### src/rtl/if_id_stage.sv
// Purpose : instruction-fetch stage owning the PC, plus the IF/ID pipeline register.
// Latency : 1 cycle; the word read at PC in cycle n is on IF_instruction in cycle n+1.
// Backpress: IF_stall freezes PC, IF/ID and the counter; imem not ready inserts a NOP bubble.
//
// Ports:
//   clk, rst          - clock, synchronous active-high reset
//   IF_stall          - hold everything (load-use hazard); also drops IF_imem_req
//   IF_flush/target   - taken branch/jump in ID; redirect PC, squash IF/ID
//   IF_imem_ready     - instruction memory serves the fetch this cycle
//   IF_imem_data      - combinational read data at IF_imem_addr
//   IF_imem_addr      - registered PC
//   IF_imem_req       - fetch request (= !IF_stall)
//   IF_instruction    - IF/ID instruction register
//   IF_pc_plus1       - IF/ID PC+1 register
//   IF_valid          - IF_instruction holds a real fetched word
//   IF_fetch_count    - saturating count of valid words delivered to ID
module if_id_stage #(
  parameter logic [15:0] RESET_PC  = 16'h0000,
  parameter logic [15:0] NOP_INSTR = 16'h0800
) (
  input  logic        clk,
  input  logic        rst,
  input  logic        IF_stall,
  input  logic        IF_flush,
  input  logic [15:0] IF_target,
  input  logic        IF_imem_ready,
  input  logic [15:0] IF_imem_data,
  output logic [15:0] IF_imem_addr,
  output logic        IF_imem_req,
  output logic [15:0] IF_instruction,
  output logic [15:0] IF_pc_plus1,
  output logic        IF_valid,
  output logic [15:0] IF_fetch_count
);

  logic [15:0] pc_q, pc_d;
  logic [15:0] instr_q, instr_d;
  logic [15:0] pc_plus1_q, pc_plus1_d;
  logic        valid_q, valid_d;
  logic [15:0] count_q, count_d;
  logic [15:0] pc_inc;

  // Wraps modulo 2^16 by width truncation.
  assign pc_inc = pc_q + 16'd1;

  // Priority: stall > flush > not-ready > normal (reset handled in the register block).
  // Flush is ignored while stalled: the branch in ID is itself frozen and will
  // re-assert flush once the stall releases.
  always_comb begin
    pc_d       = pc_q;
    instr_d    = instr_q;
    pc_plus1_d = pc_plus1_q;
    valid_d    = valid_q;
    count_d    = count_q;
    if (IF_stall) begin
      // hold all state
    end else if (IF_flush) begin
      // Wrong-path word is discarded even if memory was ready.
      pc_d    = IF_target;
      instr_d = NOP_INSTR;
      valid_d = 1'b0;
    end else if (!IF_imem_ready) begin
      // Shared-RAM conflict: refetch the same PC next cycle.
      instr_d = NOP_INSTR;
      valid_d = 1'b0;
    end else begin
      pc_d       = pc_inc;
      instr_d    = IF_imem_data;
      pc_plus1_d = pc_inc;
      valid_d    = 1'b1;
      if (count_q != 16'hFFFF) begin
        count_d = count_q + 16'd1;
      end
    end
  end

  always_ff @(posedge clk) begin
    if (rst) begin
      pc_q       <= RESET_PC;
      instr_q    <= NOP_INSTR;
      pc_plus1_q <= 16'h0000;
      valid_q    <= 1'b0;
      count_q    <= 16'h0000;
    end else begin
      pc_q       <= pc_d;
      instr_q    <= instr_d;
      pc_plus1_q <= pc_plus1_d;
      valid_q    <= valid_d;
      count_q    <= count_d;
    end
  end

  assign IF_imem_addr   = pc_q;
  assign IF_imem_req    = !IF_stall;
  assign IF_instruction = instr_q;
  assign IF_pc_plus1    = pc_plus1_q;
  assign IF_valid       = valid_q;
  assign IF_fetch_count = count_q;

endmodule

### config.mk
export PLATFORM = sky130hd
export DESIGN_NAME = if_id_stage
export DESIGN_NICKNAME = d
export VERILOG_FILES = /design/src/rtl/if_id_stage.sv
export SDC_FILE = /design/constraint.sdc
export NUM_CORES = 1
export LEC_CHECK = 0
export ABC_AREA = 1
export CAP_MARGIN = 20
export CORE_ASPECT_RATIO = 1.4
export CORE_MARGIN = 2
export CORE_UTILIZATION = 46
export DETAILED_ROUTE_END_ITERATION = 7
export PLACE_DENSITY = 0.78
export SYNTH_ARGS = -nofsm -noshare
export SYNTH_HDL_FRONTEND = slang
export SYNTH_SLANG_ARGS = --single-unit
### constraint.sdc
create_clock -name clk -period 1.85 [get_ports clk]
set_input_delay 0.2775 -clock clk [delete_from_list [all_inputs] [get_ports clk]]
set_output_delay 0.2775 -clock clk [all_outputs]
set_load 0.05 [all_outputs]
-- Word-level counts from Yosys, hierarchy flattened
Cells that the tools add are included.
- input port bits: 37
- output and inout port bits: 66
- register bits: 65
- reduce and logical (&&, ||, !) cells: 5
- $add $sub $neg: 2
- eq/ne operators: 1
- bitwise logic cells: 2
- mux-type cells: 6
- operators with widths (kind ; number):
    16-bit two-way mux ; 4
    16-bit by 1-bit adder with 16-bit output (second input constant) ; 2
    16-bit != test (second input constant) ; 1
    4-bit AND reduction ; 1
    3-bit AND reduction ; 1
    1-bit two-way mux ; 2
    1-bit NOT ; 2
    2-bit AND reduction ; 1
    2-bit nonzero test ; 1
    1-bit zero test ; 1

-- Depth between registers and ports, before layout
- word-level depth: 3
- mapped depth: 11
- gate-level depth less buffers: 11

-- Worst setup path before layout
No wires, ideal clock.
- path kind: flip-flop to flip-flop
- start point: register count_q[1] (netlist: IF_fetch_count[1])
- end point: register count_q[3] (netlist: IF_fetch_count[3])
- cell stages (with the launch flop): 9
- path slack: -0.054 ns
- period minus slack after synthesis: 1.904 ns
- required time: 1.780 ns
- arrival: 1.833 ns
- cells stage by stage: dfxtp_1 -> ha_1 -> nand3_2 -> nor2_1 -> nand2_1 -> o21ai_2 -> buf_6 -> nand2_1 -> a21oi_1
- word-level cells in the longest chain between the ends: 2
- elaborated cells between the ends (all ways): 3
- classes of those cells: 1 x add/sub; 1 x eq/ne; 1 x reduce/logical
- RTL lines (element ; line ; text):
    from (decl) ; 40 ; logic [15:0] count_q, count_d;
    from (signal assigned) ; 89 ; count_q <= count_d;
    branches (longest 2 deep; another with 16-bit by 1-bit adder with 16-bit output) ; - ;
Several ways; the timed one is not identified.
A chain may end at the register's enable or synchronous reset.

-- Final worst setup path
- start point: register count_q[1] (netlist: IF_fetch_count[1])
- end point: output port IF_fetch_count[1]
- RTL lines (element ; line ; text):
    to (decl) ; 33 ; output logic [15:0] IF_fetch_count
No word-level cell between the ends.

==> impl_metrics.env <==
export IMPL_synth_top_area_frac=0.416
export IMPL_holdPathStages=2
export IMPL_die_w_um=73.7
export IMPL_setup_viol=0
export IMPL_rsz0062_at_grt="false"
export IMPL_hpwl_um=6450
export IMPL_synth_compound_area_frac=0.175
export IMPL_hold_violations=0
export IMPL_path_cells="clkdlybuf4s50_1"
export IMPL_grt_pass1_vias=3142
export IMPL_cellLeakagePower_uw=0.00190
export IMPL_vias_per_cell=5.19
export IMPL_drt_first_pass_iters=7
export IMPL_worstPathArrival_ps=1520
export IMPL_num_rows=35
export IMPL_drc=0
export IMPL_fin_area_um2=4450
export IMPL_path_delay_family="buffers and inverters"
export IMPL_io_pins=103
export IMPL_synth_adder_area_share=0.00799
export IMPL_coreArea_um2=6570
export IMPL_area_delta_synth_final_pct=42.1
export IMPL_hold_ws_ps=464
export IMPL_drv_cap=0
export IMPL_setup_tns_ps=0
export IMPL_numPortBuffers=102
export IMPL_reg2reg_from="IF_fetch_count[0]"
export IMPL_grt_use_total=0.241
export IMPL_ys_types=29
export IMPL_r2r_slack_ps=180
export IMPL_postRouteAntennaNets=0
export IMPL_post_cts_setup_buffers=0
export IMPL_clk_pin_slew_ps=70
export IMPL_routed_wl_um=8880
export IMPL_min_from="IF_instruction[4]"
export IMPL_crit_required_ps=1570
export IMPL_fin_crit_ps=1790
export IMPL_grt_pass1_wl_um=14100
export IMPL_min_path_type="flip-flop to flip-flop"
export IMPL_synthesis_nets=501
export IMPL_slowest_stage="clkdlybuf4s50_1"
export IMPL_die_h_um=102
export IMPL_drt_iter0_markers=180
export IMPL_h_tree_depth=3
export IMPL_yosys_most_used_dff="dfxtp_1"
export IMPL_cp_start_kind="flip-flop"
export IMPL_numCtsBuffers=9
export IMPL_gp_congestion=0.933
export IMPL_antenna_found_initial=0
export IMPL_synth_xor_xnor_area_share=0.0392
export IMPL_yosys_warnings=0
export IMPL_powerDensity_nw_per_um2=729
export IMPL_die_area_um2=7490
export IMPL_async_reset_ff_frac=0
export IMPL_cts_tree="yes"
export IMPL_clockBufferDepth=2
export IMPL_final_cell_mix="131 x nand2_1, 71 x clkdlybuf4s50_1, 63 x dfxtp_1, 59 x a21oi_1, 54 x nor2_1"
export IMPL_slew_violations=0
export IMPL_critPathCaptureType="output pin"
export IMPL_n_antenna_cell=0
export IMPL_fmax_mhz=557
export IMPL_clkSinkCount=65
export IMPL_ys_seq_elements=65
export IMPL_initial_core_util=0.477
export IMPL_clock_latency_ps=340
export IMPL_grt_overflow=0
export IMPL_period_share=0.970
export IMPL_dpl_cell_area_um2=4270
export IMPL_skew_ps=7.63
export IMPL_cts_hold_buf=0
export IMPL_mostFrequentLayoutCell="nand2_1"
export IMPL_synth_cells=462
export IMPL_crit_fanout=5
export IMPL_status="complete, no violations"
export IMPL_syn_avg_cell_area_um2=6.78
export IMPL_fin_nets=609
export IMPL_worstRegToRegCells=7
export IMPL_regToRegEndpoint="IF_fetch_count[2]"
export IMPL_critPathKind="flip-flop to output pin"
export IMPL_relSlewSlack=0.643
export IMPL_ir_drop_mv=0.528
export IMPL_drive_gt1_frac=0.0941
export IMPL_yosys_area_share_simple=0.281
export IMPL_synth_seq_area_share=0.416
export IMPL_crit_path_start="IF_fetch_count[1]"
export IMPL_root_buffer="clkbuf_8"
export IMPL_grt_max_degree=38
export IMPL_synth_edff_count=0
export IMPL_synth_mux_area_frac=0
export IMPL_synth_top_family_by_area="simple AND/OR/NAND/NOR gates"
export IMPL_path_buf_inv=1
export IMPL_cpPeakStageDelay_ps=810
export IMPL_synth_largest_area_cell="dfxtp_1"
export IMPL_hold_end="IF_instruction[4]"
export IMPL_worstMarginPinSlew_ps=534
export IMPL_synth_area_um2=3130
export IMPL_vias=3361
export IMPL_synthTopCellsByArea="dfxtp_1 42%, nand2_1 16%, a21oi_1 9.4%"
export IMPL_routedWlPerCell_um=13.7
[cells by family (layout without fill, tap and decap cells)]
kind of cell | after synthesis | count (layout)
adders and majority gates | 2 | 2
xor gates and xnor gates | 14 | 14
and+or+nand+nor | 216 | 216
AOI/OAI and AO/OA | 104 | 104
DFF | 65 | 65
buffers and inverters | 61 | 173
[cell usage after synthesis (all sizes together) (3+ instances only)]
| master | n |
|---|---|
| xor2 | 5 |
| nor3 | 3 |
| nand3 | 19 |
| nand4 | 6 |
| nand2 | 131 |
| o21ai | 38 |
| buf | 9 |
| dfxtp | 65 |
| inv | 41 |
| clkbuf | 11 |
| xnor2 | 9 |
| nor2 | 56 |
| a21oi | 60 |
[per-stage QoR]
step / worst slack, ps / power (uW) / instances / util
after floorplan: 97.0 / 1910 / 462 / -
after global placement: 55.6 / 2160 / 633 / 0.650
after detailed placement: 11.4 / 2160 / 633 / 0.650
after CTS: 3.03 / 3270 / 648 / 0.675
after global routing: 14.9 / 3370 / 648 / 0.677
final: 55.5 / 3240 / 648 / 0.677
[worst max-delay path by stage]
stage | cells past startpoint | to | slack (ps)
2_1_floorplan | 7 | IF_fetch_count[3] | 100
3_5_place_dp | 5 | IF_fetch_count[1] | 10
3_3_place_gp | 5 | IF_fetch_count[1] | 60
5_1_grt | 1 | IF_pc_plus1[2] | 10
6_report | 1 | IF_fetch_count[1] | 60
4_1_cts | 1 | IF_fetch_count[12] | 3
[sequential cells by signal, indices dropped and copies added (netlist names)]
signal,count
IF_fetch_count,16
IF_valid,1
IF_imem_addr,16
IF_instruction,16
IF_pc_plus1,16
[metal layers]
metal  up-vias  track usage  routed length (um)
li1       1701            -                   -
met1      1544        0.260                3500
met2       103        0.455                4790
met3        13       0.0428                 400
met4         0       0.0923                 181
met5         -            0                   0
[cell type report]
cell class / count / area, um2
fillers: 593 / 2120
multi-input cells: 336 / 1580
repair buffers: 117 / 1140
clock buffers: 13 / 169
clock inverters: 2 / 12.5
flip-flops and latches: 65 / 1300
inverters: 41 / 154
well taps: 74 / 92.6
[what timing repair did]
item | CTS | global route
endpoints found under the setup margin | 12 | 17
cloned | 0 | 0
gates resized for setup | 12 | 4
[where the power goes]
part | leakage [uW] | internal, uW | switching, uW
logic | 0.00128 | 233 | 384
registers | 0.000531 | 1460 | 55.3
clock network | 0.0000915 | 587 | 526
total | 0.00190 | 2280 | 966
Power figures use the tool's default switching activity.
